===== config.mk =====
export PLATFORM = sky130hd
export DESIGN_NAME = uart_tx_sched_flat
export DESIGN_NICKNAME = d
export VERILOG_FILES = /design/src/rtl/uart_tx_sched_if.sv /design/src/rtl/uart_tx_sched.sv /design/src/flat_wrapper.sv
export SDC_FILE = /design/constraint.sdc
export NUM_CORES = 1
export LEC_CHECK = 0
export CAP_MARGIN = 10
export CORE_UTILIZATION = 40
export DETAILED_ROUTE_END_ITERATION = 12
export GPL_TIMING_DRIVEN = 0
export PLACE_DENSITY = 0.83
export SLEW_MARGIN = 20
export SYNTH_ARGS = -nofsm -noshare
export SYNTH_HDL_FRONTEND = slang
export SYNTH_SLANG_ARGS = --single-unit

===== constraint.sdc =====
create_clock -name clk -period 3.95 [get_ports clk]
set_input_delay 0.79 -clock clk [delete_from_list [all_inputs] [get_ports clk]]
set_output_delay 0.79 -clock clk [all_outputs]
set_load 0.03 [all_outputs]

===== src/rtl/uart_tx_sched_if.sv =====
// rtl/uart_tx_sched_if.sv - requester, divisor-port and uart_tx signal bundle for uart_tx_sched
interface uart_tx_sched_if #(
    parameter int NREQ = 4,
    parameter int IDXW = $clog2(NREQ)
);
    logic [NREQ-1:0]   req;
    logic [8*NREQ-1:0] req_data;
    logic [NREQ-1:0]   ack;
    logic              cfg_valid;
    logic [12:0]       cfg_div;
    logic              cfg_ack;
    logic [12:0]       tx_data;
    logic              tx_send;
    logic              tx_set;
    logic              tx_busy;
    logic              active;
    logic [IDXW-1:0]   owner;
    logic              err;

    modport master (
        output req, req_data, cfg_valid, cfg_div, tx_busy,
        input  ack, cfg_ack, tx_data, tx_send, tx_set, active, owner, err
    );

    modport slave (
        input  req, req_data, cfg_valid, cfg_div, tx_busy,
        output ack, cfg_ack, tx_data, tx_send, tx_set, active, owner, err
    );
endinterface


===== src/rtl/uart_tx_sched.sv =====
// rtl/uart_tx_sched.sv - shares one uart_tx among NREQ byte requesters and a divisor port
// UART_SCHED_RR_EN selects round-robin arbitration; otherwise the lowest index wins.
module uart_tx_sched #(
    parameter int NREQ = 4,
    parameter int IDXW = $clog2(NREQ)
) (
    input logic            clk,
    input logic            reset_n,
    uart_tx_sched_if.slave bus
);
    typedef enum logic [2:0] {IDLE, CFG, LAUNCH, WAIT_BUSY, DRAIN} state_t;

    state_t          state, next_state;
    logic            wait_cnt, wait_cnt_nxt;
    logic            any_req;
    logic [IDXW-1:0] win;
    logic [7:0]      req_byte [NREQ];

    logic [NREQ-1:0] ack_nxt;
    logic [12:0]     tx_data_nxt;
    logic [IDXW-1:0] owner_nxt;
    logic            cfg_ack_nxt, tx_send_nxt, tx_set_nxt, active_nxt, err_nxt;

    always_comb begin
        for (int i = 0; i < NREQ; i++) begin
            req_byte[i] = bus.req_data[8*i +: 8];
        end
    end

`ifdef UART_SCHED_RR_EN
    logic [IDXW-1:0] rr_ptr;

    // Pointer moves only on an actual grant; withdrawn requests leave it alone.
    always_ff @(posedge clk or negedge reset_n) begin
        if (!reset_n) begin
            rr_ptr <= IDXW'(NREQ - 1);
        end else if (state == IDLE && next_state == LAUNCH) begin
            rr_ptr <= win;
        end
    end

    always_comb begin : rr_arb
        logic [IDXW-1:0] j;
        any_req = 1'b0;
        win     = '0;
        j       = '0;
        for (int k = 1; k <= NREQ; k++) begin
            j = IDXW'((int'(rr_ptr) + k) % NREQ);
            if (!any_req && bus.req[j]) begin
                any_req = 1'b1;
                win     = j;
            end
        end
    end
`else
    always_comb begin : fp_arb
        logic [IDXW-1:0] j;
        any_req = |bus.req;
        win     = '0;
        j       = '0;
        for (int k = NREQ - 1; k >= 0; k--) begin
            j = IDXW'(k);
            if (bus.req[j]) begin
                win = j;
            end
        end
    end
`endif

    always_ff @(posedge clk or negedge reset_n) begin
        if (!reset_n) begin
            state       <= IDLE;
            wait_cnt    <= 1'b0;
            bus.ack     <= '0;
            bus.cfg_ack <= 1'b0;
            bus.tx_send <= 1'b0;
            bus.tx_set  <= 1'b0;
            bus.active  <= 1'b0;
            bus.err     <= 1'b0;
            bus.owner   <= '0;
            bus.tx_data <= 13'h0;
        end else begin
            state       <= next_state;
            wait_cnt    <= wait_cnt_nxt;
            bus.ack     <= ack_nxt;
            bus.cfg_ack <= cfg_ack_nxt;
            bus.tx_send <= tx_send_nxt;
            bus.tx_set  <= tx_set_nxt;
            bus.active  <= active_nxt;
            bus.err     <= err_nxt;
            bus.owner   <= owner_nxt;
            bus.tx_data <= tx_data_nxt;
        end
    end

    // A pending divisor update always beats byte requests, and nothing starts while busy.
    always_comb begin
        next_state   = state;
        wait_cnt_nxt = 1'b0;
        case (state)
            IDLE: begin
                if (!bus.tx_busy) begin
                    if (bus.cfg_valid)  next_state = CFG;
                    else if (any_req)   next_state = LAUNCH;
                end
            end
            CFG:       next_state = IDLE;
            LAUNCH:    next_state = WAIT_BUSY;
            WAIT_BUSY: begin
                if (bus.tx_busy)   next_state = DRAIN;
                else if (wait_cnt) next_state = IDLE;
                else               wait_cnt_nxt = 1'b1;
            end
            DRAIN:     if (!bus.tx_busy) next_state = IDLE;
            default:   next_state = IDLE;
        endcase
    end

    always_comb begin
        tx_send_nxt = (next_state == LAUNCH);
        tx_set_nxt  = (next_state == CFG);
        cfg_ack_nxt = (next_state == CFG);
        active_nxt  = (next_state inside {LAUNCH, WAIT_BUSY, DRAIN});
        err_nxt     = (state == WAIT_BUSY) && (next_state == IDLE);
        ack_nxt     = '0;
        owner_nxt   = bus.owner;
        tx_data_nxt = bus.tx_data;
        if (state == IDLE && next_state == CFG) begin
            tx_data_nxt = bus.cfg_div;
        end
        if (state == IDLE && next_state == LAUNCH) begin
            ack_nxt[win] = 1'b1;
            owner_nxt    = win;
            tx_data_nxt  = {5'b0, req_byte[win]};
        end
    end
endmodule


===== src/flat_wrapper.sv =====
// flat-port wrapper written by rule: the top's interface ports become plain ports
module uart_tx_sched_flat 
#(
    parameter int NREQ = 4,
    parameter int IDXW = $clog2(NREQ)
)
  (clk, reset_n, bus_req, bus_req_data, bus_cfg_valid, bus_cfg_div, bus_tx_busy, bus_ack, bus_cfg_ack, bus_tx_data, bus_tx_send, bus_tx_set, bus_active, bus_owner, bus_err);
  uart_tx_sched_if #(.NREQ(NREQ), .IDXW(IDXW)) bus_i ();
  input logic clk;
  input logic reset_n;
  input wire logic [$bits(bus_i.req)-1:0] bus_req;
  input wire logic [$bits(bus_i.req_data)-1:0] bus_req_data;
  input wire logic [$bits(bus_i.cfg_valid)-1:0] bus_cfg_valid;
  input wire logic [$bits(bus_i.cfg_div)-1:0] bus_cfg_div;
  input wire logic [$bits(bus_i.tx_busy)-1:0] bus_tx_busy;
  output wire logic [$bits(bus_i.ack)-1:0] bus_ack;
  output wire logic [$bits(bus_i.cfg_ack)-1:0] bus_cfg_ack;
  output wire logic [$bits(bus_i.tx_data)-1:0] bus_tx_data;
  output wire logic [$bits(bus_i.tx_send)-1:0] bus_tx_send;
  output wire logic [$bits(bus_i.tx_set)-1:0] bus_tx_set;
  output wire logic [$bits(bus_i.active)-1:0] bus_active;
  output wire logic [$bits(bus_i.owner)-1:0] bus_owner;
  output wire logic [$bits(bus_i.err)-1:0] bus_err;
  assign bus_i.req = bus_req;
  assign bus_i.req_data = bus_req_data;
  assign bus_i.cfg_valid = bus_cfg_valid;
  assign bus_i.cfg_div = bus_cfg_div;
  assign bus_i.tx_busy = bus_tx_busy;
  assign bus_ack = bus_i.ack;
  assign bus_cfg_ack = bus_i.cfg_ack;
  assign bus_tx_data = bus_i.tx_data;
  assign bus_tx_send = bus_i.tx_send;
  assign bus_tx_set = bus_i.tx_set;
  assign bus_active = bus_i.active;
  assign bus_owner = bus_i.owner;
  assign bus_err = bus_i.err;
  uart_tx_sched #(.NREQ(NREQ), .IDXW(IDXW)) u_core (.clk(clk), .reset_n(reset_n), .bus(bus_i));
endmodule

# After elaboration in Yosys (flattened, before gate mapping)
# Index checks and enable logic that the tools add are counted.
[totals]
register_bits = 27
inputBits = 53
word_cells = 51
[classes]
magnitude_cmp = 3
muxes = 22
n_reduce_logical = 9
bitwise = 1
n_eq_ne = 7
[ops]
columns = ["operator", "count"]
rows = [
  ["$mux W13", 2],
  ["$mux W3", 6],
  ["$bmux W8 S2", 1],
  ["$mux W8", 2],
  ["$eq A3 B2 Y1 const B", 4],
  ["$pmux W3 S4", 1],
  ["$mux W2", 4],
  ["$eq A3 B3 Y1 const B", 2],
  ["$logic_not A3 Y1", 2],
  ["$logic_and A1 B1 Y1", 4],
  ["$mux W1", 4],
  ["$mux W4", 1],
  ["$reduce_or A4 Y1", 1],
  ["$eq A3 B1 Y1 const B", 1],
  ["$ge A3 B3 Y1 const B", 1],
  ["$lt A2 B3 Y1 const B", 1],
  ["$not A2 Y3", 1],
  ["$reduce_bool A3 Y1", 1],
  ["$demux W1 S2", 1],
  ["$ge A2 B1 Y1 const B", 1],
  ["$reduce_bool A2 Y1", 1],
]

# Longest topological paths before layout
# Gate-level depths: netlist of run 1.
[logic_depth]
depth_word = 9
depth_mapped = 6
depth_no_buf = 4

# Worst setup path before layout of run 1
# Ideal clock, no wire load.
[synth_path]
kind = "input-to-reg"
from = "in bus_req[2]"
to = "reg u_core.bus.tx_data[0]"
setup_slack_ns = 1.777
t_required_ns = 3.831
stages = 4
n_path_buf = 0
t_arrival_ns = 2.055
path_cell_list = "nand2b_1 -> a21oi_4 -> mux4_2 -> a21o_2"
[synth_between]
elab_chain_len = 8
word_cells_on_any_way = 18
cone_classes = "eq/ne: 2; mux: 11; bitwise: 1; reduce/logical: 4"
[synth_rtl]
columns = ["item", "line_no", "rtl"]
rows = [
  ["start, declared", "flat_wrapper.sv:11", "input wire logic [$bits(bus_i.req)-1:0] bus_req;"],
  ["$reduce_or A4 Y1 / $mux W2 (equally long branches)", "uart_tx_sched.sv:58, uart_tx_sched.sv:63", ""],
  ["$mux W3 / $mux W2 (equally long branches)", "uart_tx_sched.sv:104, uart_tx_sched.sv:63", ""],
  ["$mux W3 / $mux W2 (equally long branches)", "uart_tx_sched.sv:103, uart_tx_sched.sv:63", ""],
  ["$mux W3 / $not A2 Y3 (equally long branches)", "uart_tx_sched.sv:102, uart_tx_sched.sv:134", ""],
  ["$pmux W3 S4 / $bmux W8 S2 (equally long branches)", "uart_tx_sched.sv:100, uart_tx_sched.sv:134", ""],
  ["$eq A3 B2 Y1 (tied with other cells)", "uart_tx_sched.sv:131", "if (state == IDLE && next_state == LAUNCH) begin"],
  ["$logic_and A1 B1 Y1 (tied with other cells)", "uart_tx_sched.sv:131", ""],
  ["$mux W13 / $reduce_bool A2 Y1 (equally long branches)", "-", ""],
  ["end signal, assigned", "uart_tx_sched.sv:92", "bus.tx_data <= tx_data_nxt;"],
  ["end, declared", "uart_tx_sched_if.sv:27", "output ack, cfg_ack, tx_data, tx_send, tx_set, active, owner, err"],
]
# Parallel ways exist; a longest one is shown, timed or not. The select of a mux whose other input is x is not followed.
# A chain may end at the register's enable or synchronous reset.

# Final worst setup path of run 1
[layout_path]
from = "in bus_req[2]"
to = "reg u_core.bus.tx_data[5]"
# The elaborated chain is that of the path after synthesis.

==> flow_summary.toml, run 1 <==
[status]
outcome = "finished clean"

[placed_design]
dp_slack_ns = 1.16
io_buffers = 76
gp_congestion = 0.779
dp_hpwl_um = 2740

[power_and_ir_drop]
p_total_mw = 1.23
power.density_mw_per_mm2 = 557
leakage_nw = 0.968
peakVddDrop_mv = 0.279

[routing]
vias = 1162
routed_wl_um = 3490
firstDrtPassIters = 2
drt_iter0_markers = 42
route.antenna.remaining_nets = 0
vias_per_cell = 5.21
drc = 0
wl_per_cell_um = 15.7

[synth]
synth_top_family_by_area = "compound AO/OA/AOI/OAI gates"
synth_mux_area_share_pct = 16.0
synth_nets = 152
synth-xor-area-share_pct = 0
synthAdderAreaFrac_pct = 0
synth-simple-area-share_pct = 9.74
yosysWarnings = 0
avgSynthCellArea_um2 = 13.9
syn_inst = 99
yosysSeqAreaShare_pct = 49.2
synth_area_mm2 = 0.00137
synth_compound_area_share_pct = 18.6
synth.top_cell.area_share_pct = 49.2
synth_cell_types = 33
synth_area_leader_cell = "dfrtp_1"
synth-seq-cells = 27
netlist_top_cells_area = "dfrtp_1 (49%), mux4_2 (13%), a22o_1 (7.7%)"

[timing]
rsz0062_at_grt = "false"
layout_setup_ws_ns = 1.50
relSlewSlack_pct = 60.4
slew_violations = 0
fin_crit_ns = 2.45
finClkSkew_ns = 0.00799
tns_ns = 0
fin_crit_sh_pct = 62.1
fmax_ghz = 0.408
worst_pin_slew_ns = 0.593
setup_viol = 0
finalHoldViolCount = 0

[clock_tree]
root_buffer = "clkbuf_4"
clk_path_buf_depth = 2
post-cts-setup-buffer-count = 0
cts_buffers = 3
clkLatencyLatePin_ns = 0.32
ctsResizeCount = 0
cts_num_sinks = 27
clk_pin_slew_ns = 0.15
cts_tree = "done"
h-tree-depth = 1
cts_hold_buf = 0

[floorplanning]
initial_core_util_pct = 43.6
die_w_um = 60.6
die_y_um = 60.6
io_pins = 77
die_area_mm2 = 0.00367
num_rows = 20
core_area_mm2 = 0.00315

[cells_and_area]
fillCellCount = 243
final_common_cell = "clkdlybuf4s50_1"
nNetsFinal = 233
layout_common_cells = "clkdlybuf4s50_1 (75), dfrtp_1 (27), a22o_1 (12)"
area_delta_synth_final_pct = 61.0
diodes = 0
layout-drive-gt1-share_pct = 19.0

[global_routing]
antenna_found_initial = 0
overflow = 0
grtUsageTotal_pct = 20.8
grt_max_degree = 28
grt_pass1_vias = 1256
grt_pass1_wl_um = 5470

[worst_setup_path]
cp_num_buf_inv = 1
critPathTopFamily = "compound AO/OA/AOI/OAI gates"
critPathRequiredTime_ns = 4.18
critPathSlowestCell = "mux4_2"
cp_max_fo = 10
cp_data_arrival_time_ns = 2.68
worst_setup_path_start_kind = "primary input"
path_cells = "clkdlybuf4s50_1 -> nand2b_1 -> a21oi_4 -> mux4_2 -> a21o_1"
crit_type = "primary input to register"
critical_path.max_stage_delay_ns = 0.58
worst_setup_path_end_kind = "register"

[job]
maxCapViolations = 0

[min_path]
hp-class = "primary input to async pin"
## where the power goes
part | internal [mW] | leakage, nW | total, mW | switching, mW
clock | 0.0379 | 0.0177 | 0.120 | 0.0821
combinational | 0.350 | 0.599 | 0.681 | 0.331
sequential | 0.369 | 0.351 | 0.431 | 0.0625
total | 0.757 | 0.968 | 1.23 | 0.476
## sequential cells by signal (all words and copies together) (netlist names)
register and count:
u_core.bus.ack 4, u_core.bus.active 1, u_core.bus.cfg_ack 1, u_core.bus.err 1, u_core.bus.owner 2, u_core.bus.tx_data 13
u_core.bus.tx_send 1, u_core.state 3, u_core.wait_cnt 1
## per-layer routing
layer	wire length, um	part of all wire [%]	track usage [%]
met5	0	0	0
met4	48	1.4	10.1
met3	264	7.6	4.48
met2	1790	51	37.4
met1	1390	40	23.4
## synthesized netlist by cell type (all sizes together)
master	count
a21oi	1
buf	7
dfrtp	27
o21ai	2
a221o	1
mux4	8
a22oi	1
mux2	2
or4	2
nor2	5
inv	3
nand2b	1
nand2	3
o21a	1
a21boi	1
a2bb2oi	1
and2	3
mux2i	1
and2b	1
nor4	2
nor3	2
a22o	12
and3	2
a21o	10
## layout make-up
type                            instances  area, um2  area share, %
Inverter                                3       11.3          0.509
Tap cell                               44       55.1           2.49
Clock inverter                          1       5.00          0.226
Clock buffer                            3       22.5           1.02
Timing Repair Buffer                   76        756           34.2
Buffer                                  7       77.6           3.51
Multi-Input combinational cell         62        609           27.5
Sequential cell                        27        676           30.5
## final timing paths
check	startpoint	endpoint	slack (ns)	depth (start not counted)
worst max-delay path	bus_req[2]	u_core.bus.tx_data[5]$_DFFE_PN0P_	1.50	5
worst min register to register	u_core.wait_cnt$_DFF_PN0_	u_core.wait_cnt$_DFF_PN0_	0.51	1
worst min-delay path	reset_n	u_core.bus.ack[0]$_DFF_PN0_	0.44	1
max in group asynchronous	reset_n	u_core.bus.tx_data[10]$_DFFE_PN0P_	3.11	1
worst max register to register	u_core.state[2]$_DFF_PN0_	u_core.bus.owner[1]$_DFFE_PN0P_	2.10	5
min in group clk	u_core.wait_cnt$_DFF_PN0_	u_core.wait_cnt$_DFF_PN0_	0.51	1
## metrics by stage
| stage | util [%] | hold WS, ns | cell area [um2] | std cells |
|---|---|---|---|---|
| after detailed placement | 69.3 | 0.487 | 2180 | 219 |
| final | 70.2 | 0.439 | 2210 | 223 |
| after global routing | 70.2 | 0.467 | 2210 | 223 |
| after global placement | 69.4 | 0.477 | 2190 | 219 |
| after floorplan | - | 0.447 | 1370 | 99 |
| after CTS | 70.2 | 0.460 | 2210 | 223 |
## logic make-up after synthesis
family	count (synthesis)
AO/OA/AOI/OAI	30
flip-flops	27
AND/OR/NAND/NOR	21
multiplexers	11
buffers and inverters	10
(Power assumes the default switching activity.)
==> run 2: changes to the inputs <==
Settings changed: CORE_UTILIZATION 40 to 38, PLACE_DENSITY 0.83 to 0.8.
Clock period 3.95 ns to 2.39 ns, I/O delays scaled along.
==> run 2 against run 1 <==
Register-to-register slack worse by 1.5 ns. Via count up 0.43%. Utilization down 4.9 points. Power up 65%. Cell area about the same. Worst hold slack worse by 0.30 ns. Global-route usage down 1.3 points. Setup slack worse by 1.2 ns. First-iteration DRC count up 2.4%. Wire length down 1.8%. Sequential power up 65%. Critical path type unchanged. Critical endpoint is now u_core.bus.tx_data[6]$_DFFE_PN0P_.
==> flow_summary.toml, run 2 (synthesized netlist as in run 1, its figures left out) <==
[cells_and_area]
layout-drive-gt1-share_pct = 18.4
layout_common_cells = "clkdlybuf4s50_1 (75), dfrtp_1 (27), a22o_1 (12)"
multiInputGateArea_um2 = 609
regArea_um2 = 676
top_regs = "u_core.bus.tx_data (13), u_core.bus.ack (4), u_core.state (3)"
fillCellCount = 266
post-route-util_pct = 65.3
top_register = "u_core.bus.tx_data"
final_common_cell = "clkdlybuf4s50_1"
final_cell_area_mm2 = 0.00221
nNetsFinal = 233
area_delta_synth_final_pct = 61.1
diodes = 0
largest_reg_flops = 13

[clock_tree]
clk_path_buf_depth = 2
root_buffer = "clkbuf_4"
clkLatencyLatePin_ns = 0.32
cts_tree = "done"
cts_hold_buf = 0
cts_num_sinks = 27
post-cts-setup-buffer-count = 0
cts_buffers = 3
ctsResizeCount = 0
h-tree-depth = 1
clk_pin_slew_ns = 0.14

[global_routing]
overflow = 0
grt_pass1_vias = 1210
antenna_found_initial = 0
grt_max_degree = 28
grt_pass1_wl_um = 5830
grtUsageTotal_pct = 19.5

[power_and_ir_drop]
power.density_mw_per_mm2 = 919
leakage_nw = 0.965
peakVddDrop_mv = 0.422

[timing]
finalHoldViolCount = 0
finClkSkew_ns = 0.00106
relSlewSlack_pct = 60.6
tns_ns = 0
worst_pin_slew_ns = 0.592
setup_viol = 0
fin_crit_sh_pct = 87.7
slew_violations = 0
fin_crit_ns = 2.10
rsz0062_at_grt = "false"
fmax_ghz = 0.477

[placed_design]
io_buffers = 76
dp_hpwl_um = 2750
gp_congestion = 0.880
placed_cell_area_mm2 = 0.00219

[worst_setup_path]
worst_setup_path_end_kind = "register"
critPathRequiredTime_ns = 2.62
crit_type = "primary input to register"
path_cells = "clkdlybuf4s50_1 -> nand2b_1 -> a21oi_4 -> mux4_2 -> a21o_1"
cp_max_fo = 10
cp_data_arrival_time_ns = 2.32
critPathSlowestCell = "mux4_2"
critical_path.max_stage_delay_ns = 0.58
regToRegSetupSlack_ns = 0.58
worst_setup_path_start_kind = "primary input"

[status]
outcome = "finished clean"

[min_path]
hp-class = "primary input to async pin"

[floorplanning]
initial_core_util_pct = 40.5
die_area_mm2 = 0.00386
die_w_um = 62.1
die_y_um = 62.1
num_rows = 21
core_area_mm2 = 0.00339
io_pins = 77

[routing]
route.antenna.remaining_nets = 0
wl_met3_um = 164
met1_length_um = 1400
drt_iter0_markers = 43
drc = 0
vias = 1167
vias_per_cell = 5.19
top_layer_used = "met4"
route.met2.wl_um = 1790
firstDrtPassIters = 4
routed_wl_um = 3430
wl_per_cell_um = 15.2

[job]
maxCapViolations = 0
## run 2: cell types whose count changed in the layout (fill, tap and decap cells not counted), sizes merged
cell / change
clkinv: -1
clkbuf: +1
## run 2: worst max-delay path: cells and delay by family
family | cells | cell delay [ns]
AO/OA/AOI/OAI | 2 | 0.60
multiplexers | 1 | 0.58
buffers and inverters | 1 | 0.45
AND/OR/NAND/NOR | 1 | 0.20
## run 2: metal layers
layer	vias to the layer above	GRT usage, %
met1	574	25.0
met2	48	32.6
li1	539	-
met4	0	8.43
met5	-	0
met3	6	3.13
## run 2: path summary, 6_finish.rpt
| check | start | end | cells after the start |
|---|---|---|---|
| worst max-delay path | bus_req[2] | u_core.bus.tx_data[6]$_DFFE_PN0P_ | 5 |
| worst min-delay path | reset_n | u_core.bus.owner[0]$_DFFE_PN0P_ | 1 |
| worst max register to register | u_core.state[2]$_DFF_PN0_ | u_core.bus.owner[0]$_DFFE_PN0P_ | 5 |
| worst min register to register | u_core.wait_cnt$_DFF_PN0_ | u_core.wait_cnt$_DFF_PN0_ | 1 |
| max in group asynchronous | reset_n | u_core.bus.tx_data[5]$_DFFE_PN0P_ | 1 |
| min in group clk | u_core.wait_cnt$_DFF_PN0_ | u_core.wait_cnt$_DFF_PN0_ | 1 |
## run 2: power by group
| part | internal [mW] | total [mW] | switching (mW) | leakage, nW |
|---|---|---|---|---|
| Sequential | 0.609 | 0.711 | 0.102 | 0.351 |
| Clock | 0.0653 | 0.194 | 0.128 | 0.0150 |
| Combinational | 0.578 | 1.13 | 0.551 | 0.599 |
## run 2: per-stage QoR
| step | setup WS (ns) | hold WS, ns | total power, mW | instances |
|---|---|---|---|---|
| CTS | 0.272 | 0.149 | 2.05 | 225 |
| global route | 0.154 | 0.182 | 2.14 | 225 |
| finish | 0.294 | 0.142 | 2.03 | 225 |
| detailed placement | -0.0910 | 0.492 | 1.85 | 221 |
| global placement | -0.0316 | 0.475 | 1.82 | 221 |
| floorplan | 0.529 | 0.182 | 1.39 | 99 |
## run 2: cell type report
cell class                 count  share of cell area, %
inverter                       3                  0.509
sequential                    27                   30.5
multi-input combinational     62                   27.5
clock buffer                   4                   1.19
timing repair buffer          76                   34.1
buffer                         7                   3.50
tap                           46                   2.60
==> run 3: changes to the inputs <==
Settings changed: ABC_CLOCK_PERIOD_IN_PS set to 2390, CELL_PAD_IN_SITES_DETAIL_PLACEMENT set to 0, CELL_PAD_IN_SITES_GLOBAL_PLACEMENT set to 1, CORE_UTILIZATION 38 to 29, PLACE_DENSITY 0.8 to not set, PLACE_DENSITY_LB_ADDON set to 0.1.
==> run 3 against run 2 <==
Highest routed layer unchanged. Sequential cell count did not move. Critical endpoint is now u_core.bus.tx_data[0]$_DFFE_PN0P_. Final cell count is 2.7% higher. Fmax decreased by 5.1%. Via count fell by 3.8%. Non-clock buffer count did not move. Cell area is 1.2% higher. Utilization down 15 points. Critical path depth stayed put. Setup slack got worse by 0.11 ns. Power grew 2.3%.
==> flow_summary.toml, run 3 (synthesized netlist as in run 1, its figures left out) <==
[routing]
drc = 0
vias_per_cell = 4.86
route.antenna.remaining_nets = 0
firstDrtPassIters = 8
vias = 1123
wl_per_cell_um = 14.3
drt_iter0_markers = 73
routed_wl_um = 3290

[placed_design]
dp_cells = 227
io_buffers = 76
gp_congestion = 0.796
dp_hpwl_um = 2540
placed_cell_area_mm2 = 0.00219

[floorplanning]
io_pins = 77
initial_core_util_pct = 30.9
die_area_mm2 = 0.00502
die_w_um = 70.8
die_y_um = 70.8
core_area_mm2 = 0.00444
num_rows = 24

[timing]
fin_crit_sh_pct = 92.4
finalHoldViolCount = 0
worst_pin_slew_ns = 0.591
slew_violations = 0
holdWs_ns = 0.206
relSlewSlack_pct = 60.6
finClkSkew_ns = 0.00391
fmax_ghz = 0.453
fin_crit_ns = 2.21
setup_viol = 0
rsz0062_at_grt = "false"

[worst_setup_path]
cp_data_arrival_time_ns = 2.37
rr_startpoint = "u_core.state[2]$_DFF_PN0_"
worst_setup_path_start_kind = "primary input"
critical_path.startpoint = "bus_req[2]"
critPathRequiredTime_ns = 2.55
worst_setup_path_end_kind = "register"
cp_max_fo = 10
crit_type = "primary input to register"

[cells_and_area]
layout-drive-gt1-share_pct = 18.4
multiInputGateArea_um2 = 609
top_register = "u_core.bus.tx_data"
final_cell_area_mm2 = 0.00224
top_regs = "u_core.bus.tx_data (13), u_core.bus.ack (4), u_core.state (3)"
final_common_cell = "clkdlybuf4s50_1"
fillCellCount = 421
layout_common_cells = "clkdlybuf4s50_1 (75), dfrtp_1 (27), a22o_1 (12)"
diodes = 0
nNetsFinal = 233
finalNonFillerCells = 231
largest_reg_flops = 13
area_delta_synth_final_pct = 63.0
regArea_um2 = 676

[power_and_ir_drop]
power.density_mw_per_mm2 = 929
p_int_mw = 1.31
seq_power_share_pct = 34.3
combPwrFrac_pct = 53.5
sw_frac_of_total_pct = 37.2
p_sw_mw = 0.773
leakage_nw = 0.973
p_total_mw = 2.08
peakVddDrop_mv = 0.369
pwr-share-clk_pct = 12.2

[clock_tree]
cts_buffers = 3
post-cts-setup-buffer-count = 0
h-tree-depth = 1
clk_pin_slew_ns = 0.09
root_buffer = "clkbuf_8"
cts_hold_buf = 0
clkLatencyLatePin_ns = 0.27
ctsResizeCount = 0
cts_tree = "done"
clk_path_buf_depth = 2
cts_num_sinks = 27

[global_routing]
grt_max_degree = 28
overflow = 0
grtUsageTotal_pct = 14.5
antenna_found_initial = 0
grt_pass1_vias = 1202
grt_pass1_wl_um = 5680

[job]
maxCapViolations = 0

[min_path]
hp-class = "primary input to async pin"

[status]
outcome = "finished clean"
-- run 3: cell counts in the layout (fill, tap and decap cells not counted) --
No cell type changed its count.
-- run 3: per-layer routing --
layer	vias to the layer above	share of wire (%)	track usage, %
li1	536	-	-
met1	541	43	18.2
met2	44	49	24.4
met3	2	7.2	4.13
met4	0	0.52	4.67
met5	-	0	0
-- run 3: area by class of cell --
cell class / instances / share of cell area (%)
Inverter: 3 / 0.503
Sequential cell: 27 / 30.2
Timing Repair Buffer: 76 / 33.7
Tap cell: 52 / 2.91
Buffer: 7 / 3.46
Multi-Input combinational cell: 62 / 27.2
Clock buffer: 4 / 2.01
-- run 3: power groups by stage --
stage	clock (mW)	sequential, mW	combinational [mW]
after global routing	0.291	0.739	1.19
after global placement	0	0.710	1.12
after CTS	0.269	0.714	1.13
after floorplan	0	0.971	0.420
after detailed placement	0	0.717	1.12
final	0.253	0.713	1.11
-- run 3: final timing paths --
path / endpoint / slack (ns) / cells past startpoint
min: u_core.bus.err$_DFF_PN0_ / 0.21 / 1
min in group clk: u_core.wait_cnt$_DFF_PN0_ / 0.50 / 1
max reg2reg: u_core.bus.owner[1]$_DFFE_PN0P_ / 0.57 / 5
min reg2reg: u_core.wait_cnt$_DFF_PN0_ / 0.50 / 1
max: u_core.bus.tx_data[0]$_DFFE_PN0P_ / 0.18 / 5
max in group asynchronous: u_core.bus.ack[2]$_DFF_PN0_ / 1.79 / 1
-- run 3: metrics by stage --
stage | TNS [ns] | utilization [%] | setup WS, ns
4_1_cts | 0 | 50.4 | 0.174
5_1_grt | 0 | 50.4 | 0.102
3_5_place_dp | -0.738 | 49.4 | -0.117
2_1_floorplan | 0 | - | 0.529
3_3_place_gp | -0.345 | 49.5 | -0.0726
6_report | 0 | 50.4 | 0.181
-- run 3: critical path, cell delays in order --
cell             delay [ns]
clkdlybuf4s50_1        0.45
nand2b_1               0.21
a21oi_4                0.43
mux4_2                 0.57
a21o_2                 0.22
